[config.mk]
export PLATFORM = sky130hd
export DESIGN_NAME = dpram_rr_arbiter_flat
export DESIGN_NICKNAME = d
export VERILOG_FILES = /design/src/rtl/dpram_rr_arbiter_pkg.sv /design/src/rtl/dpram_rr_arbiter_if.sv /design/src/rtl/dpram_rr_arbiter_pick2.sv /design/src/rtl/dpram_rr_arbiter.sv /design/src/flat_wrapper.sv
export SDC_FILE = /design/constraint.sdc
export NUM_CORES = 1
export LEC_CHECK = 0
export BUFFER_PORTS_ARGS = -buffer_cell sky130_fd_sc_hd__clkbuf_2
export CAP_MARGIN = 20
export CORE_MARGIN = 2
export CORE_UTILIZATION = 51
export DETAILED_ROUTE_END_ITERATION = 7
export PLACE_DENSITY = 0.84
export SLEW_MARGIN = 0
export SYNTH_ARGS = -nofsm -noshare
export SYNTH_HDL_FRONTEND = slang
export SYNTH_SLANG_ARGS = --single-unit
[constraint.sdc]
create_clock -name clk -period 5.5 [get_ports clk]
set_input_delay 0.275 -clock clk [delete_from_list [all_inputs] [get_ports clk]]
set_output_delay 0.275 -clock clk [all_outputs]
set_load 0.01 [all_outputs]
[src/rtl/dpram_rr_arbiter_pkg.sv]
// Shared constants for the dual-port RAM round-robin arbiter:
// default geometry and the layout of the per-port request tag.
package dpram_arb_pkg;

   localparam int DEF_N  = 4;
   localparam int DEF_AW = 6;
   localparam int DEF_DW = 8;

   // Tag layout, LSB first: valid, is_read, then the requester index.
   localparam int TAG_VALID = 0;
   localparam int TAG_RD    = 1;
   localparam int TAG_IDX   = 2;

   // Width of a requester index; at least one bit so N=1 stays legal.
   function automatic int idx_w(input int n);
      return (n > 1) ? $clog2(n) : 1;
   endfunction

   // Total tag width for n requesters.
   function automatic int tag_w(input int n);
      return TAG_IDX + idx_w(n);
   endfunction

endpackage

[src/rtl/dpram_rr_arbiter_if.sv]
// Requester-side bus of the arbiter: flattened request fields in,
// combinational grants and read responses out.
interface dpram_rr_arbiter_if
   import dpram_arb_pkg::*;
#(
   parameter int N  = DEF_N,
   parameter int AW = DEF_AW,
   parameter int DW = DEF_DW
);
   logic [N-1:0]    req;
   logic [N-1:0]    we;
   logic [N*AW-1:0] addr;
   logic [N*DW-1:0] wdata;
   logic [N-1:0]    gnt;
   logic [N-1:0]    rvalid;
   logic [N*DW-1:0] rdata;

   modport master (output req, we, addr, wdata, input gnt, rvalid, rdata);
   modport slave  (input req, we, addr, wdata, output gnt, rvalid, rdata);
endinterface

[src/rtl/dpram_rr_arbiter_pick2.sv]
// Round-robin picker: finds the first two active requesters scanning
// upward from ptr with wrap-around. Purely combinational.
module rr_pick2 #(
   parameter int N  = 4,
   parameter int IW = 2
) (
   input  logic [N-1:0]  req,
   input  logic [IW-1:0] ptr,
   output logic [N-1:0]  pri_oh,
   output logic [N-1:0]  sec_oh,
   output logic          pri_vld,
   output logic          sec_vld
);

   logic [IW-1:0] j;

   // Scan from ptr, first hit is primary, second hit is secondary.
   always_comb begin
      pri_oh  = '0;
      sec_oh  = '0;
      pri_vld = 1'b0;
      sec_vld = 1'b0;
      j       = '0;
      for (int k = 0; k < N; k++) begin
         j = IW'((int'(ptr) + k) % N);
         if (req[j]) begin
            if (!pri_vld) begin
               pri_oh[j] = 1'b1;
               pri_vld   = 1'b1;
            end else if (!sec_vld) begin
               sec_oh[j] = 1'b1;
               sec_vld   = 1'b1;
            end
         end
      end
   end

endmodule

[src/rtl/dpram_rr_arbiter.sv]
// Arbiter sharing the two ports of a 64x8 dual-port RAM among N
// requesters: up to two grants per cycle (primary on port A, secondary
// on port B), same-address write collisions blocked, read data routed
// back to the requester that issued it two cycles after the grant.
module dpram_rr_arbiter
   import dpram_arb_pkg::*;
#(
   parameter int N  = DEF_N,
   parameter int AW = DEF_AW,
   parameter int DW = DEF_DW
) (
   input  logic          clk,
   input  logic          rst_n,
   dpram_rr_arbiter_if.slave bus,
   output logic [AW-1:0] ram_addr_a,
   output logic [AW-1:0] ram_addr_b,
   output logic [DW-1:0] ram_data_a,
   output logic [DW-1:0] ram_data_b,
   output logic          ram_we_a,
   output logic          ram_we_b,
   input  logic [DW-1:0] ram_q_a,
   input  logic [DW-1:0] ram_q_b
);

   localparam int IW = idx_w(N);
   localparam int TW = tag_w(N);

   logic [IW-1:0]   ptr;
   logic [IW-1:0]   ptr_nxt;
   logic [N-1:0]    pri_oh;
   logic [N-1:0]    sec_oh;
   logic            pri_vld;
   logic            sec_vld;
   logic [IW-1:0]   pri_idx;
   logic [IW-1:0]   sec_idx;
   logic [IW-1:0]   last_idx;
   logic [AW-1:0]   pri_addr;
   logic [AW-1:0]   sec_addr;
   logic [DW-1:0]   pri_wdata;
   logic [DW-1:0]   sec_wdata;
   logic            pri_we;
   logic            sec_we;
   logic            sec_gnt;
   logic [TW-1:0]   tag_a_p1;
   logic [TW-1:0]   tag_b_p1;
   logic [TW-1:0]   tag_a_p2;
   logic [TW-1:0]   tag_b_p2;
   logic [N*DW-1:0] rdata_hold;
   logic [N*DW-1:0] rdata_cur;
   logic [N-1:0]    rvalid_cur;

   rr_pick2 #(.N(N), .IW(IW)) u_pick (
      .req     (bus.req),
      .ptr     (ptr),
      .pri_oh  (pri_oh),
      .sec_oh  (sec_oh),
      .pri_vld (pri_vld),
      .sec_vld (sec_vld)
   );

   // Pull index and request fields of the two picks, then apply the
   // collision rule: only a read/read pair may share an address.
   always_comb begin
      pri_idx   = '0;
      sec_idx   = '0;
      pri_addr  = '0;
      sec_addr  = '0;
      pri_wdata = '0;
      sec_wdata = '0;
      pri_we    = 1'b0;
      sec_we    = 1'b0;
      for (int i = 0; i < N; i++) begin
         if (pri_oh[i]) begin
            pri_idx   = IW'(i);
            pri_addr  = bus.addr[i*AW +: AW];
            pri_wdata = bus.wdata[i*DW +: DW];
            pri_we    = bus.we[i];
         end
         if (sec_oh[i]) begin
            sec_idx   = IW'(i);
            sec_addr  = bus.addr[i*AW +: AW];
            sec_wdata = bus.wdata[i*DW +: DW];
            sec_we    = bus.we[i];
         end
      end
      sec_gnt  = sec_vld && !((pri_addr == sec_addr) && (pri_we || sec_we));
      last_idx = sec_gnt ? sec_idx : pri_idx;
      ptr_nxt  = (int'(last_idx) == N - 1) ? '0 : last_idx + 1'b1;
      // Grants are forced low while reset is held so nothing is consumed.
      bus.gnt  = '0;
      if (rst_n) begin
         bus.gnt = (pri_vld ? pri_oh : '0) | (sec_gnt ? sec_oh : '0);
      end
   end

   // Pointer moves just past the last granted requester; holds when idle.
   always_ff @(posedge clk or negedge rst_n) begin
      if (!rst_n) begin
         ptr <= '0;
      end else if (pri_vld) begin
         ptr <= ptr_nxt;
      end
   end

   // ---- stage 1: granted requests drive the RAM pins, tags follow ----

   // Port A carries the primary grant; address/data hold when idle.
   always_ff @(posedge clk or negedge rst_n) begin
      if (!rst_n) begin
         ram_addr_a <= '0;
         ram_data_a <= '0;
         ram_we_a   <= 1'b0;
         tag_a_p1   <= '0;
      end else if (pri_vld) begin
         ram_addr_a                 <= pri_addr;
         ram_data_a                 <= pri_wdata;
         ram_we_a                   <= pri_we;
         tag_a_p1[TAG_VALID]        <= 1'b1;
         tag_a_p1[TAG_RD]           <= !pri_we;
         tag_a_p1[TAG_IDX +: IW]    <= pri_idx;
      end else begin
         ram_we_a <= 1'b0;
         tag_a_p1 <= '0;
      end
   end

   // Port B carries the secondary grant when it survives the collision rule.
   always_ff @(posedge clk or negedge rst_n) begin
      if (!rst_n) begin
         ram_addr_b <= '0;
         ram_data_b <= '0;
         ram_we_b   <= 1'b0;
         tag_b_p1   <= '0;
      end else if (sec_gnt) begin
         ram_addr_b                 <= sec_addr;
         ram_data_b                 <= sec_wdata;
         ram_we_b                   <= sec_we;
         tag_b_p1[TAG_VALID]        <= 1'b1;
         tag_b_p1[TAG_RD]           <= !sec_we;
         tag_b_p1[TAG_IDX +: IW]    <= sec_idx;
      end else begin
         ram_we_b <= 1'b0;
         tag_b_p1 <= '0;
      end
   end

   // ---- stage 2: tags line up with the RAM's registered q ----

   // Tags advance on the same edge the RAM performs the access.
   always_ff @(posedge clk or negedge rst_n) begin
      if (!rst_n) begin
         tag_a_p2 <= '0;
         tag_b_p2 <= '0;
      end else begin
         tag_a_p2 <= tag_a_p1;
         tag_b_p2 <= tag_b_p1;
      end
   end

   // Route q to the lane named by each read tag. Both sources are flops
   // (stage-2 tags and the RAM output register), so responses land two
   // cycles after the grant; lanes without a pulse show their held value.
   always_comb begin
      rvalid_cur = '0;
      rdata_cur  = rdata_hold;
      for (int i = 0; i < N; i++) begin
         if (tag_b_p2[TAG_VALID] && tag_b_p2[TAG_RD] &&
             tag_b_p2[TAG_IDX +: IW] == IW'(i)) begin
            rvalid_cur[i]         = 1'b1;
            rdata_cur[i*DW +: DW] = ram_q_b;
         end
         if (tag_a_p2[TAG_VALID] && tag_a_p2[TAG_RD] &&
             tag_a_p2[TAG_IDX +: IW] == IW'(i)) begin
            rvalid_cur[i]         = 1'b1;
            rdata_cur[i*DW +: DW] = ram_q_a;
         end
      end
      bus.rvalid = rvalid_cur;
      bus.rdata  = rdata_cur;
   end

   // Remember the last delivered word per lane.
   always_ff @(posedge clk or negedge rst_n) begin
      if (!rst_n) begin
         rdata_hold <= '0;
      end else begin
         rdata_hold <= rdata_cur;
      end
   end

endmodule

[src/flat_wrapper.sv]
// flat-port wrapper written by rule: the top's interface ports become plain ports
module dpram_rr_arbiter_flat import dpram_arb_pkg::*;
#(
   parameter int N  = DEF_N,
   parameter int AW = DEF_AW,
   parameter int DW = DEF_DW
)
  (clk, rst_n, ram_addr_a, ram_addr_b, ram_data_a, ram_data_b, ram_we_a, ram_we_b, ram_q_a, ram_q_b, bus_req, bus_we, bus_addr, bus_wdata, bus_gnt, bus_rvalid, bus_rdata);
  dpram_rr_arbiter_if #(.N(N), .AW(AW), .DW(DW)) bus_i ();
  input  logic clk;
  input  logic rst_n;
  output logic [AW-1:0] ram_addr_a;
  output logic [AW-1:0] ram_addr_b;
  output logic [DW-1:0] ram_data_a;
  output logic [DW-1:0] ram_data_b;
  output logic ram_we_a;
  output logic ram_we_b;
  input  logic [DW-1:0] ram_q_a;
  input  logic [DW-1:0] ram_q_b;
  input wire logic [$bits(bus_i.req)-1:0] bus_req;
  input wire logic [$bits(bus_i.we)-1:0] bus_we;
  input wire logic [$bits(bus_i.addr)-1:0] bus_addr;
  input wire logic [$bits(bus_i.wdata)-1:0] bus_wdata;
  output wire logic [$bits(bus_i.gnt)-1:0] bus_gnt;
  output wire logic [$bits(bus_i.rvalid)-1:0] bus_rvalid;
  output wire logic [$bits(bus_i.rdata)-1:0] bus_rdata;
  assign bus_i.req = bus_req;
  assign bus_i.we = bus_we;
  assign bus_i.addr = bus_addr;
  assign bus_i.wdata = bus_wdata;
  assign bus_gnt = bus_i.gnt;
  assign bus_rvalid = bus_i.rvalid;
  assign bus_rdata = bus_i.rdata;
  dpram_rr_arbiter #(.N(N), .AW(AW), .DW(DW)) u_core (.clk(clk), .rst_n(rst_n), .bus(bus_i), .ram_addr_a(ram_addr_a), .ram_addr_b(ram_addr_b), .ram_data_a(ram_data_a), .ram_data_b(ram_data_b), .ram_we_a(ram_we_a), .ram_we_b(ram_we_b), .ram_q_a(ram_q_a), .ram_q_b(ram_q_b));
endmodule
==> results of run 1 <==
[metrics by stage]
step           total power, uW  instance area [um2]   util
2_1_floorplan             3250                 4620      -
3_3_place_gp              4050                 5450  0.622
3_5_place_dp              4170                 5450  0.622
4_1_cts                   4710                 5700  0.651
5_1_grt                   5100                 5710  0.652
6_report                  4730                 5710  0.652
[path summary, 6_finish.rpt]
kind                                     from                   end  slack [ns]  depth (start not counted)
max                             u_core.ptr[0]            bus_gnt[3]        0.39                         13
min                              bus_wdata[4]  u_core.ram_data_a[4]        0.17                          3
max reg2reg                     u_core.ptr[0]  u_core.ram_data_b[7]        0.69                         13
min reg2reg                u_core.tag_b_p1[0]    u_core.tag_b_p2[0]        0.34                          0
max in group asynchronous               rst_n    u_core.tag_b_p1[2]        4.05                          3
min in group asynchronous               rst_n  u_core.ram_data_a[0]        0.32                          2
[repair_timing]
item	in CTS	in global routing
endpoints found under the hold margin	9	0
setup endpoints to repair	0	3
hold buffers	1	0
resized for setup	0	2
[kinds of logic after synthesis]
family                   count (synthesis)  synth area share
XOR/XNOR                                 8            0.0152
AND/OR/NAND/NOR                        131             0.132
buffers and inverters                   40            0.0398
flip-flops                              80             0.433
AO/OA/AOI/OAI                          159             0.232
multiplexers                            52             0.128
adder cells (fa/ha/maj)                  8            0.0206
[flip-flops by register name (all words and copies together), names as in the netlist]
name,flops
u_core.ram_data_b,8
u_core.tag_a_p1,4
u_core.ram_we_a,1
u_core.ram_addr_a,6
u_core.ram_we_b,1
u_core.tag_b_p2,4
u_core.tag_a_p2,4
u_core.ram_addr_b,6
u_core.ptr,2
u_core.tag_b_p1,4
u_core.rdata_hold,32
u_core.ram_data_a,8
[layer usage]
layer / global-route usage / up-vias / part of all wire
met2: 0.466 / 257 / 0.48
met3: 0.0787 / 29 / 0.10
met5: 0 / - / 0
met4: 0.106 / 0 / 0.019
li1: - / 2062 / -
met1: 0.361 / 2147 / 0.40
[cell usage after synthesis, types with 3 or more instances]
library cell	number
o221ai_1	6
mux4_2	4
a22oi_1	26
buf_6	4
clkbuf_1	21
nor2_1	46
nand3_1	4
a221oi_1	15
nand2_1	41
mux2i_1	38
xor2_1	8
nor3_1	7
or3_1	8
o21ai_0	39
o21a_1	3
dfrtp_1	80
a21oi_1	36
inv_1	12
and2_1	5
a32oi_1	3
mux2_2	8
a21o_1	4
a2bb2oi_1	5
a22o_1	8
ha_1	6
[worst max-delay path, cell delays in order, from the launching register on]
cell,delay (ns)
dfrtp_2,0.51
inv_1,0.14
ha_1,0.39
mux4_2,0.48
xor2_1,0.27
o21ai_0,0.40
o21a_1,0.40
nand2_1,0.23
o221ai_1,0.32
xor2_1,0.13
or4_4,0.56
o21ai_4,0.34
o21ai_0,0.16
clkbuf_2,0.15
[power by group through the flow]
| stage | logic, uW | clock network (uW) | registers [uW] |
|---|---|---|---|
| after detailed placement | 3110 | 0 | 1050 |
| after floorplan | 2200 | 0 | 1060 |
| after global routing | 3460 | 564 | 1080 |
| after CTS | 3130 | 535 | 1040 |
| final | 3160 | 529 | 1050 |
| after global placement | 3010 | 0 | 1030 |
[layout make-up]
type	count	area [um2]	area share
Multi-Input combinational cell	358	2460	0.431
Sequential cell	80	2000	0.351
Timing Repair Buffer	159	821	0.144
Clock inverter	6	118	0.0206
Inverter	13	51.3	0.00898
Tap cell	108	135	0.0237
Clock buffer	9	124	0.0217
==> impl_results.html, run 1 <==
<table>
<tr><th>Metric</th><th>Value</th></tr>
<tr><th colspan="2">Status</th></tr>
<tr><td>Status</td><td>completed</td></tr>
<tr><th colspan="2">Synth</th></tr>
<tr><td>Post-Syn Area</td><td>4620 um2</td></tr>
<tr><td>Leading area contributor after synthesis</td><td>dfrtp_1</td></tr>
<tr><td>Most used flip-flop cell after synthesis</td><td>dfrtp_1</td></tr>
<tr><td>Post-synth net total</td><td>566</td></tr>
<tr><td>Area fraction of the dominant cell type after synthesis</td><td>0.433</td></tr>
<tr><td>Number of distinct library cell variants in the gate-level netlist after synthesis</td><td>56</td></tr>
<tr><td>Proportion of register bits with asynchronous set or reset after synthesis</td><td>1.00</td></tr>
<tr><td>Mapped Cells</td><td>478</td></tr>
<tr><td>Post-synthesis sequential element count</td><td>80</td></tr>
<tr><td>Synth warn</td><td>0</td></tr>
<tr><td>Fraction of the yosys area taken by sequential cells</td><td>0.433</td></tr>
<tr><td>Average instance area after synthesis</td><td>9.67 um2</td></tr>
<tr><td>Count of flip-flops with a built-in enable after synthesis</td><td>0</td></tr>
<tr><td>Cell types with the largest area share after synthesis</td><td>dfrtp_1, mux2i_1, o21ai_0</td></tr>
<tr><th colspan="2">Drt</th></tr>
<tr><td>Per-cell routed wire length</td><td>18.9 um</td></tr>
<tr><td>DRC</td><td>0</td></tr>
<tr><td>Vias post-DR</td><td>4495</td></tr>
<tr><td>Post-DRT Antenna Nets</td><td>0</td></tr>
<tr><td>Mean number of vias per cell</td><td>6.13</td></tr>
<tr><td>Number of violations reported at the end of detailed-routing iteration 0</td><td>266</td></tr>
<tr><td>DR pass1 iterations</td><td>5</td></tr>
<tr><td>DRT Wirelength</td><td>13.8 mm</td></tr>
<tr><th colspan="2">STA</th></tr>
<tr><td>Max Fclk</td><td>196 MHz</td></tr>
<tr><td>Final number of max-transition violations</td><td>0</td></tr>
<tr><td>Final Critical Period</td><td>5.11 ns</td></tr>
<tr><td>Final setup slack of the worst path</td><td>0.387 ns</td></tr>
<tr><td>Final hold slack</td><td>0.170 ns</td></tr>
<tr><td>RSZ-0062 raised after global routing</td><td>false</td></tr>
<tr><td>Hold Violations, Final</td><td>0</td></tr>
<tr><td>Worst slew margin</td><td>0.331</td></tr>
<tr><td>Total Neg Setup Slack</td><td>0 ns</td></tr>
<tr><td>Worst slew pin tran</td><td>0.998 ns</td></tr>
<tr><td>Setup skew after layout</td><td>0.0104 ns</td></tr>
<tr><td>Endpoints failing setup</td><td>0</td></tr>
<tr><td>Crit share post-route</td><td>0.930</td></tr>
<tr><th colspan="2">Placed design</th></tr>
<tr><td>Sum of net half-perimeters after detailed placement</td><td>10.2 mm</td></tr>
<tr><td>Final weighted congestion in routability-driven placement</td><td>0.987</td></tr>
<tr><td>DP Worst Slack</td><td>0.644 ns</td></tr>
<tr><td>Inst Count DP</td><td>717</td></tr>
<tr><td>Quantity of I/O buffers inserted on ports</td><td>151</td></tr>
<tr><th colspan="2">GRT</th></tr>
<tr><td>GRT Total Usage</td><td>0.284</td></tr>
<tr><td>Overflow left after global routing</td><td>0</td></tr>
<tr><td>Via count of the first global-routing pass</td><td>4473</td></tr>
<tr><td>Maximum number of pins on one net before global-route repair</td><td>72</td></tr>
<tr><td>Initial antenna violation count</td><td>0</td></tr>
<tr><td>Global-route wire length before repair</td><td>22.3 mm</td></tr>
<tr><th colspan="2">Finish</th></tr>
<tr><td>Antenna diode instance count</td><td>0</td></tr>
<tr><td>Most frequent standard cell in the layout excluding fill and tap cells</td><td>clkbuf_2</td></tr>
<tr><td>Layout fillers</td><td>723</td></tr>
<tr><td>Syn-to-layout area delta</td><td>23.5%</td></tr>
<tr><td>Number of standard cells in the layout, taps in and fillers out</td><td>733</td></tr>
<tr><td># nets final</td><td>709</td></tr>
<tr><td>Leading cell types in the layout, fill and taps excluded</td><td>clkbuf_2, dfrtp_1, nor2_1</td></tr>
<tr><td>Share of post-route cells with drive strength above 1</td><td>0.322</td></tr>
<tr><th colspan="2">Pwr</th></tr>
<tr><td>Pwr/cell area</td><td>828 nW/um2</td></tr>
<tr><td>Int Power</td><td>2460 uW</td></tr>
<tr><td>Switching power of the nets</td><td>2270 uW</td></tr>
<tr><td>Relative contribution of the clock network to total power</td><td>0.112</td></tr>
<tr><td>Total leakage power</td><td>0.00283 uW</td></tr>
<tr><td>VDD IR max</td><td>0.000403 V</td></tr>
<tr><td>Relative contribution of combinational cells to total power</td><td>0.667</td></tr>
<tr><td>Switch share</td><td>0.480</td></tr>
<tr><td>Share of power burned in registers</td><td>0.221</td></tr>
<tr><th colspan="2">Floorplanning</th></tr>
<tr><td>Die Width</td><td>99.2 um</td></tr>
<tr><td>I/O Pins</td><td>152</td></tr>
<tr><td>Floorplan Core Area</td><td>8760 um2</td></tr>
<tr><td>Chip Height</td><td>99.2 um</td></tr>
<tr><td>Rows</td><td>34</td></tr>
<tr><td>Die Area</td><td>9850 um2</td></tr>
<tr><td>Initial core utilization</td><td>0.528</td></tr>
<tr><th colspan="2">Setup path</th></tr>
<tr><td>Maximum net fanout on the critical path</td><td>16</td></tr>
<tr><td>Critical path launch point type</td><td>flop</td></tr>
<tr><td>Endpoint type of the worst setup path</td><td>output pin</td></tr>
<tr><td>Required time at the endpoint of the critical path</td><td>5.22 ns</td></tr>
<tr><td>Data arrival at the endpoint of the critical path</td><td>4.84 ns</td></tr>
<tr><td>Critical setup path kind</td><td>flop to output pin</td></tr>
<tr><th colspan="2">Clock network</th></tr>
<tr><td>Reg clk slew, reported paths</td><td>0.09 ns</td></tr>
<tr><td>TritonCTS clock tree</td><td>done</td></tr>
<tr><td>Latest clock arrival within the worst-skew pair</td><td>0.35 ns</td></tr>
<tr><td>Depth of the CTS H-tree</td><td>3</td></tr>
<tr><td>Longest Clk Path Bufs</td><td>2</td></tr>
<tr><td>Post-CTS Repair Setup Buffers</td><td>0</td></tr>
<tr><td>CTS Root Buffer Type</td><td>clkbuf_8</td></tr>
<tr><td>Clock buffer count from CTS</td><td>9</td></tr>
<tr><td>Clk sink count</td><td>80</td></tr>
<tr><th colspan="2">Hold path</th></tr>
<tr><td>HP Class</td><td>primary input to flop</td></tr>
<tr><th colspan="2">Flow run</th></tr>
<tr><td>Max Cap Violations</td><td>0</td></tr>
</table>
Note: power is estimated with default switching activity, not from simulation.
==> run 2: changes to the inputs <==
CELL_PAD_IN_SITES_DETAIL_PLACEMENT = 1   (was unset)
CELL_PAD_IN_SITES_GLOBAL_PLACEMENT = 1   (was unset)
CORE_UTILIZATION = 32   (was 51)
PLACE_DENSITY = 0.73   (was 0.84)
==> impl_results.html, run 2 (synthesis results as in run 1) <==
<table>
<tr><th>Metric</th><th>Value</th></tr>
<tr><th colspan="2">Setup path</th></tr>
<tr><td>Critical path launch point type</td><td>flop</td></tr>
<tr><td>Critical setup path kind</td><td>flop to output pin</td></tr>
<tr><td>Number of cells traversed by the worst register-to-register path</td><td>13</td></tr>
<tr><td>Data arrival at the endpoint of the critical path</td><td>4.86 ns</td></tr>
<tr><td>Critical R2R Capture</td><td>u_core.ram_data_b[6]</td></tr>
<tr><td>Required time at the endpoint of the critical path</td><td>5.22 ns</td></tr>
<tr><td>Maximum net fanout on the critical path</td><td>16</td></tr>
<tr><td>Worst R2R Start</td><td>u_core.ptr[0]</td></tr>
<tr><td>R2R setup slack</td><td>0.67 ns</td></tr>
<tr><td>Endpoint type of the worst setup path</td><td>output pin</td></tr>
<tr><th colspan="2">GRT</th></tr>
<tr><td>GRT Total Usage</td><td>0.218</td></tr>
<tr><td>Overflow left after global routing</td><td>0</td></tr>
<tr><td>Global-route wire length before repair</td><td>26.9 mm</td></tr>
<tr><td>Maximum number of pins on one net before global-route repair</td><td>46</td></tr>
<tr><td>Initial antenna violation count</td><td>0</td></tr>
<tr><td>Via count of the first global-routing pass</td><td>4893</td></tr>
<tr><th colspan="2">Placed design</th></tr>
<tr><td>Final weighted congestion in routability-driven placement</td><td>0.855</td></tr>
<tr><td>Quantity of I/O buffers inserted on ports</td><td>151</td></tr>
<tr><td>Sum of net half-perimeters after detailed placement</td><td>12.5 mm</td></tr>
<tr><th colspan="2">STA</th></tr>
<tr><td>Final Critical Period</td><td>5.14 ns</td></tr>
<tr><td>Final hold slack</td><td>0.205 ns</td></tr>
<tr><td>Worst slew margin</td><td>0.323</td></tr>
<tr><td>RSZ-0062 raised after global routing</td><td>false</td></tr>
<tr><td>Setup skew after layout</td><td>0.00757 ns</td></tr>
<tr><td>Total Neg Setup Slack</td><td>0 ns</td></tr>
<tr><td>Max Fclk</td><td>195 MHz</td></tr>
<tr><td>Endpoints failing setup</td><td>0</td></tr>
<tr><td>Worst slew pin tran</td><td>1.01 ns</td></tr>
<tr><td>Hold Violations, Final</td><td>0</td></tr>
<tr><td>Crit share post-route</td><td>0.934</td></tr>
<tr><td>Final number of max-transition violations</td><td>0</td></tr>
<tr><th colspan="2">Drt</th></tr>
<tr><td>Detail Route met2 WL</td><td>8.32 mm</td></tr>
<tr><td>Number of violations reported at the end of detailed-routing iteration 0</td><td>285</td></tr>
<tr><td>Vias post-DR</td><td>4451</td></tr>
<tr><td>Post-DRT Antenna Nets</td><td>0</td></tr>
<tr><td>DRT Wirelength</td><td>16.6 mm</td></tr>
<tr><td>DR pass1 iterations</td><td>4</td></tr>
<tr><td>Per-cell routed wire length</td><td>20.6 um</td></tr>
<tr><td>Wire length on met3</td><td>1.03 mm</td></tr>
<tr><td>DRC</td><td>0</td></tr>
<tr><td>Uppermost layer routed</td><td>met4</td></tr>
<tr><td>Mean number of vias per cell</td><td>5.52</td></tr>
<tr><td>Met1 WL</td><td>6.99 mm</td></tr>
<tr><th colspan="2">Pwr</th></tr>
<tr><td>Switching power of the nets</td><td>2400 uW</td></tr>
<tr><td>Switch share</td><td>0.483</td></tr>
<tr><td>Relative contribution of combinational cells to total power</td><td>0.658</td></tr>
<tr><td>Share of power burned in registers</td><td>0.212</td></tr>
<tr><td>Pwr/cell area</td><td>843 nW/um2</td></tr>
<tr><td>Total leakage power</td><td>0.00287 uW</td></tr>
<tr><td>Relative contribution of the clock network to total power</td><td>0.130</td></tr>
<tr><td>VDD IR max</td><td>0.000303 V</td></tr>
<tr><td>Int Power</td><td>2570 uW</td></tr>
<tr><td>Total chip power</td><td>4960 uW</td></tr>
<tr><th colspan="2">Clock network</th></tr>
<tr><td>TritonCTS clock tree</td><td>done</td></tr>
<tr><td>Clock buffer count from CTS</td><td>9</td></tr>
<tr><td>Longest Clk Path Bufs</td><td>2</td></tr>
<tr><td>Reg clk slew, reported paths</td><td>0.06 ns</td></tr>
<tr><td>Latest clock arrival within the worst-skew pair</td><td>0.34 ns</td></tr>
<tr><td>Depth of the CTS H-tree</td><td>3</td></tr>
<tr><td>CTS Root Buffer Type</td><td>clkbuf_16</td></tr>
<tr><td>Post-CTS Repair Setup Buffers</td><td>0</td></tr>
<tr><td>Clk sink count</td><td>80</td></tr>
<tr><th colspan="2">Floorplanning</th></tr>
<tr><td>I/O Pins</td><td>152</td></tr>
<tr><td>Floorplan Core Area</td><td>14000 um2</td></tr>
<tr><td>Rows</td><td>43</td></tr>
<tr><td>Die Area</td><td>15400 um2</td></tr>
<tr><td>Chip Height</td><td>124 um</td></tr>
<tr><td>Initial core utilization</td><td>0.331</td></tr>
<tr><td>Die Width</td><td>124 um</td></tr>
<tr><th colspan="2">Finish</th></tr>
<tr><td>Antenna diode instance count</td><td>0</td></tr>
<tr><td>Registers with the most flip-flops</td><td>u_core.rdata_hold (32), u_core.ram_data_a (8), u_core.ram_data_b (8)</td></tr>
<tr><td>Most frequent standard cell in the layout excluding fill and tap cells</td><td>clkbuf_2</td></tr>
<tr><td># nets final</td><td>710</td></tr>
<tr><td>Share of post-route cells with drive strength above 1</td><td>0.324</td></tr>
<tr><td>Register containing the most flip-flops in the final layout</td><td>u_core.rdata_hold</td></tr>
<tr><td>Layout fillers</td><td>1652</td></tr>
<tr><td>Syn-to-layout area delta</td><td>27.4%</td></tr>
<tr><td>Combined area of the multi-input logic cells</td><td>2460 um2</td></tr>
<tr><td>Reg area</td><td>2000 um2</td></tr>
<tr><td>Leading cell types in the layout, fill and taps excluded</td><td>clkbuf_2, dfrtp_1, nor2_1</td></tr>
<tr><td>Max reg flops</td><td>32</td></tr>
<tr><th colspan="2">Hold path</th></tr>
<tr><td>Worst Hold Depth</td><td>3</td></tr>
<tr><td>HP Class</td><td>primary input to flop</td></tr>
<tr><td>End of the worst hold path</td><td>u_core.ram_data_a[4]</td></tr>
<tr><td>Startpoint of the worst hold path</td><td>bus_wdata[4]</td></tr>
<tr><th colspan="2">Flow run</th></tr>
<tr><td>Max Cap Violations</td><td>0</td></tr>
<tr><th colspan="2">Status</th></tr>
<tr><td>Status</td><td>completed</td></tr>
</table>
==> run 2: cell type report <==
cell class / instances / share of cell area
timing repair buffer: 160 / 0.141
inverter: 13 / 0.00871
clock inverter: 7 / 0.0164
multi-input combinational: 358 / 0.418
clock buffer: 9 / 0.0382
tap: 180 / 0.0382
sequential: 80 / 0.340
==> run 2: repair_timing <==
action | 4_1_cts | 5_1_grt
endpoints found under the hold margin | 41 | 0
resized for setup | 0 | 3
hold buffers | 1 | 0
endpoints found under the setup margin | 0 | 4
==> run 2: worst max-delay path by stage <==
stage / startpoint / to / depth (start not counted)
2_1_floorplan: u_core.ptr[0] / u_core.ram_data_b[6] / 15
5_1_grt: u_core.ptr[0] / bus_gnt[3] / 13
3_3_place_gp: u_core.ptr[0] / u_core.ram_data_b[7] / 13
3_5_place_dp: u_core.ptr[0] / u_core.ram_data_b[7] / 13
4_1_cts: u_core.ptr[0] / bus_gnt[3] / 13
6_report: u_core.ptr[0] / bus_gnt[3] / 13
==> run 2: stage by stage <==
step / cells / util / setup slack (ns) / area, um2
floorplan: 478 / - / 1.34 / 4620
global placement: 790 / 0.397 / 0.726 / 5550
CTS: 807 / 0.420 / 0.0870 / 5880
global route: 807 / 0.421 / 0.0285 / 5890
detailed placement: 790 / 0.397 / 0.434 / 5550
finish: 807 / 0.421 / 0.361 / 5890
==> run 2: worst max-delay path: stages (launching register included) <==
cell	delay [ns]
dfrtp_2	0.50
inv_1	0.15
ha_1	0.41
mux4_2	0.49
xor2_1	0.45
a32oi_1	0.26
a211oi_4	0.47
a22o_1	0.20
o221ai_1	0.16
xor2_1	0.22
or4_4	0.55
o21ai_4	0.33
o21ai_0	0.18
clkbuf_2	0.16
==> run 2: metal layers <==
layer  vias to the layer above  global-route usage
met5                         -                   0
met3                        23              0.0525
met4                         0              0.0575
met1                      2207               0.271
li1                       2065                   -
met2                       156               0.380
==> run 2: power groups by stage <==
stage	logic, uW	registers (uW)	clock network (uW)
after floorplan	2200	1060	0
after global placement	3130	1040	0
after detailed placement	3240	1060	0
after CTS	3260	1060	658
after global routing	3570	1090	692
final	3260	1050	644
==> run 3: changes to the inputs <==
CTS_BUF_LIST = sky130_fd_sc_hd__clkbuf_4 sky130_fd_sc_hd__clkbuf_8   (was unset)
==> impl_results.html, run 3 (synthesis results as in run 1) <==
<table>
<tr><th>Metric</th><th>Value</th></tr>
<tr><th colspan="2">Pwr</th></tr>
<tr><td>VDD IR max</td><td>0.000279 V</td></tr>
<tr><td>Switching power of the nets</td><td>2370 uW</td></tr>
<tr><td>Share of power burned in registers</td><td>0.219</td></tr>
<tr><td>Relative contribution of the clock network to total power</td><td>0.101</td></tr>
<tr><td>Pwr/cell area</td><td>827 nW/um2</td></tr>
<tr><td>Total chip power</td><td>4790 uW</td></tr>
<tr><td>Relative contribution of combinational cells to total power</td><td>0.680</td></tr>
<tr><td>Switch share</td><td>0.494</td></tr>
<tr><td>Int Power</td><td>2420 uW</td></tr>
<tr><td>Total leakage power</td><td>0.00283 uW</td></tr>
<tr><th colspan="2">Floorplanning</th></tr>
<tr><td>Rows</td><td>43</td></tr>
<tr><td>Initial core utilization</td><td>0.331</td></tr>
<tr><td>Floorplan Core Area</td><td>14000 um2</td></tr>
<tr><td>Die Width</td><td>124 um</td></tr>
<tr><td>Chip Height</td><td>124 um</td></tr>
<tr><td>I/O Pins</td><td>152</td></tr>
<tr><td>Die Area</td><td>15400 um2</td></tr>
<tr><th colspan="2">GRT</th></tr>
<tr><td>Via count of the first global-routing pass</td><td>4883</td></tr>
<tr><td>Routing usage on met3</td><td>0.0529</td></tr>
<tr><td>Most used routing layer</td><td>met2</td></tr>
<tr><td>Maximum number of pins on one net before global-route repair</td><td>46</td></tr>
<tr><td>Overflow left after global routing</td><td>0</td></tr>
<tr><td>Initial antenna violation count</td><td>0</td></tr>
<tr><td>Fraction of met1 tracks used by global routing</td><td>0.265</td></tr>
<tr><td>Global-route wire length before repair</td><td>26.6 mm</td></tr>
<tr><td>GRT Total Usage</td><td>0.216</td></tr>
<tr><td>Met2 track demand over resource in global routing</td><td>0.374</td></tr>
<tr><th colspan="2">Placed design</th></tr>
<tr><td>Final weighted congestion in routability-driven placement</td><td>0.855</td></tr>
<tr><td>Sum of net half-perimeters after detailed placement</td><td>12.5 mm</td></tr>
<tr><td>Quantity of I/O buffers inserted on ports</td><td>151</td></tr>
<tr><th colspan="2">Clock network</th></tr>
<tr><td>Latest clock arrival within the worst-skew pair</td><td>0.36 ns</td></tr>
<tr><td>Longest Clk Path Bufs</td><td>2</td></tr>
<tr><td>Clk sink count</td><td>80</td></tr>
<tr><td>CTS Root Buffer Type</td><td>clkbuf_8</td></tr>
<tr><td>Depth of the CTS H-tree</td><td>3</td></tr>
<tr><td>TritonCTS clock tree</td><td>done</td></tr>
<tr><td>Post-CTS Repair Setup Buffers</td><td>0</td></tr>
<tr><td>Reg clk slew, reported paths</td><td>0.08 ns</td></tr>
<tr><td>Clock buffer count from CTS</td><td>9</td></tr>
<tr><th colspan="2">STA</th></tr>
<tr><td>Hold Violations, Final</td><td>0</td></tr>
<tr><td>Worst slew margin</td><td>0.329</td></tr>
<tr><td>RSZ-0062 raised after global routing</td><td>false</td></tr>
<tr><td>Setup skew after layout</td><td>0.0109 ns</td></tr>
<tr><td>Total Neg Setup Slack</td><td>0 ns</td></tr>
<tr><td>Endpoints failing setup</td><td>0</td></tr>
<tr><td>Final Critical Period</td><td>5.17 ns</td></tr>
<tr><td>Crit share post-route</td><td>0.941</td></tr>
<tr><td>Max Fclk</td><td>193 MHz</td></tr>
<tr><td>Worst slew pin tran</td><td>1.00 ns</td></tr>
<tr><td>Final hold slack</td><td>0.185 ns</td></tr>
<tr><td>Final number of max-transition violations</td><td>0</td></tr>
<tr><th colspan="2">Setup path</th></tr>
<tr><td>Critical path launch point type</td><td>flop</td></tr>
<tr><td>Critical setup path kind</td><td>flop to output pin</td></tr>
<tr><td>R2R setup slack</td><td>0.64 ns</td></tr>
<tr><td>Critical R2R Capture</td><td>u_core.ram_data_b[6]</td></tr>
<tr><td>Endpoint type of the worst setup path</td><td>output pin</td></tr>
<tr><td>Capturing element of the worst setup path</td><td>bus_gnt[3]</td></tr>
<tr><td>Data arrival at the endpoint of the critical path</td><td>4.90 ns</td></tr>
<tr><td>Required time at the endpoint of the critical path</td><td>5.22 ns</td></tr>
<tr><td>Worst R2R Start</td><td>u_core.ptr[0]</td></tr>
<tr><td>Critical path launch point</td><td>u_core.ptr[0]</td></tr>
<tr><td>Number of cells traversed by the worst register-to-register path</td><td>13</td></tr>
<tr><td>Maximum net fanout on the critical path</td><td>16</td></tr>
<tr><th colspan="2">Finish</th></tr>
<tr><td>Antenna diode instance count</td><td>0</td></tr>
<tr><td>Leading cell types in the layout, fill and taps excluded</td><td>clkbuf_2, dfrtp_1, nor2_1</td></tr>
<tr><td>Registers with the most flip-flops</td><td>u_core.rdata_hold (32), u_core.ram_data_a (8), u_core.ram_data_b (8)</td></tr>
<tr><td>Layout fillers</td><td>1667</td></tr>
<tr><td>Post-layout utilization of the core</td><td>0.414</td></tr>
<tr><td>Share of post-route cells with drive strength above 1</td><td>0.324</td></tr>
<tr><td>Max reg flops</td><td>32</td></tr>
<tr><td>Syn-to-layout area delta</td><td>25.2%</td></tr>
<tr><td>Most frequent standard cell in the layout excluding fill and tap cells</td><td>clkbuf_2</td></tr>
<tr><td># nets final</td><td>710</td></tr>
<tr><td>Register containing the most flip-flops in the final layout</td><td>u_core.rdata_hold</td></tr>
<tr><th colspan="2">Hold path</th></tr>
<tr><td>HP Class</td><td>primary input to flop</td></tr>
<tr><th colspan="2">Drt</th></tr>
<tr><td>Mean number of vias per cell</td><td>5.51</td></tr>
<tr><td>Vias post-DR</td><td>4450</td></tr>
<tr><td>DRT Wirelength</td><td>16.5 mm</td></tr>
<tr><td>DR pass1 iterations</td><td>5</td></tr>
<tr><td>DRC</td><td>0</td></tr>
<tr><td>Per-cell routed wire length</td><td>20.5 um</td></tr>
<tr><td>Post-DRT Antenna Nets</td><td>0</td></tr>
<tr><td>Number of violations reported at the end of detailed-routing iteration 0</td><td>269</td></tr>
<tr><th colspan="2">Flow run</th></tr>
<tr><td>Max Cap Violations</td><td>0</td></tr>
<tr><th colspan="2">Status</th></tr>
<tr><td>Status</td><td>completed</td></tr>
</table>
run 3: cell counts in the layout (fill, tap and decap cells not counted):
Identical to the previous run, type by type.
run 3: metal layers:
layer,part of all wire,vias up,wire length (um)
met5,0,-,0
met4,0.018,0,301
met3,0.066,23,1100
met2,0.50,170,8250
met1,0.42,2193,6870
li1,-,2064,-
run 3: final cells by class:
cell class                      instances  area (um2)  share of cell area
Tap cell                              180         225              0.0389
Clock inverter                          7        96.3              0.0166
Inverter                               13        51.3             0.00886
Clock buffer                            9         124              0.0214
Multi-Input combinational cell        358        2460               0.425
Sequential cell                        80        2000               0.346
Timing Repair Buffer                  160         828               0.143
run 3: timing repair:
action / in CTS / in global routing
gates resized for setup: 0 / 3
setup endpoints to repair: 0 / 4
endpoints found under the hold margin: 41 / 0
hold buffers: 1 / 0
run 3: power groups by stage:
stage | clock network, uW | logic (uW) | registers, uW
after floorplan | 0 | 2200 | 1060
after global placement | 0 | 3130 | 1040
after detailed placement | 0 | 3240 | 1060
after CTS | 498 | 3260 | 1050
after global routing | 527 | 3570 | 1090
final | 482 | 3260 | 1050
run 3: metrics by stage:
stage                     std cells  setup WS [ns]  area, um2
after floorplan                 478           1.34       4620
after global placement          790          0.726       5550
after detailed placement        790          0.434       5550
after CTS                       807         0.0687       5780
after global routing            807        0.00583       5790
final                           807          0.326       5790
run 3: how the worst min path moves through the flow:
| stage | startpoint | endpoint | slack (ns) | cells after the start |
|---|---|---|---|---|
| 2_1_floorplan | rst_n | u_core.ptr[0] | -0.02 | 0 |
| 5_1_grt | bus_wdata[0] | u_core.ram_data_a[0] | 0.16 | 3 |
| 3_3_place_gp | rst_n | u_core.ram_addr_b[2] | 0.31 | 1 |
| 6_report | bus_wdata[4] | u_core.ram_data_a[4] | 0.18 | 3 |
| 3_5_place_dp | rst_n | u_core.ram_addr_a[5] | 0.32 | 1 |
| 4_1_cts | bus_wdata[4] | u_core.ram_data_a[4] | 0.16 | 3 |
run 3: critical path: stages, from the launching register on:
cell,delay (ns)
dfrtp_2,0.51
inv_1,0.15
ha_1,0.41
mux4_2,0.49
xor2_1,0.28
a32oi_1,0.30
o21a_1,0.42
nand2_1,0.26
o221ai_1,0.36
xor2_1,0.14
or4_4,0.55
o21ai_4,0.34
o21ai_0,0.17
clkbuf_2,0.16
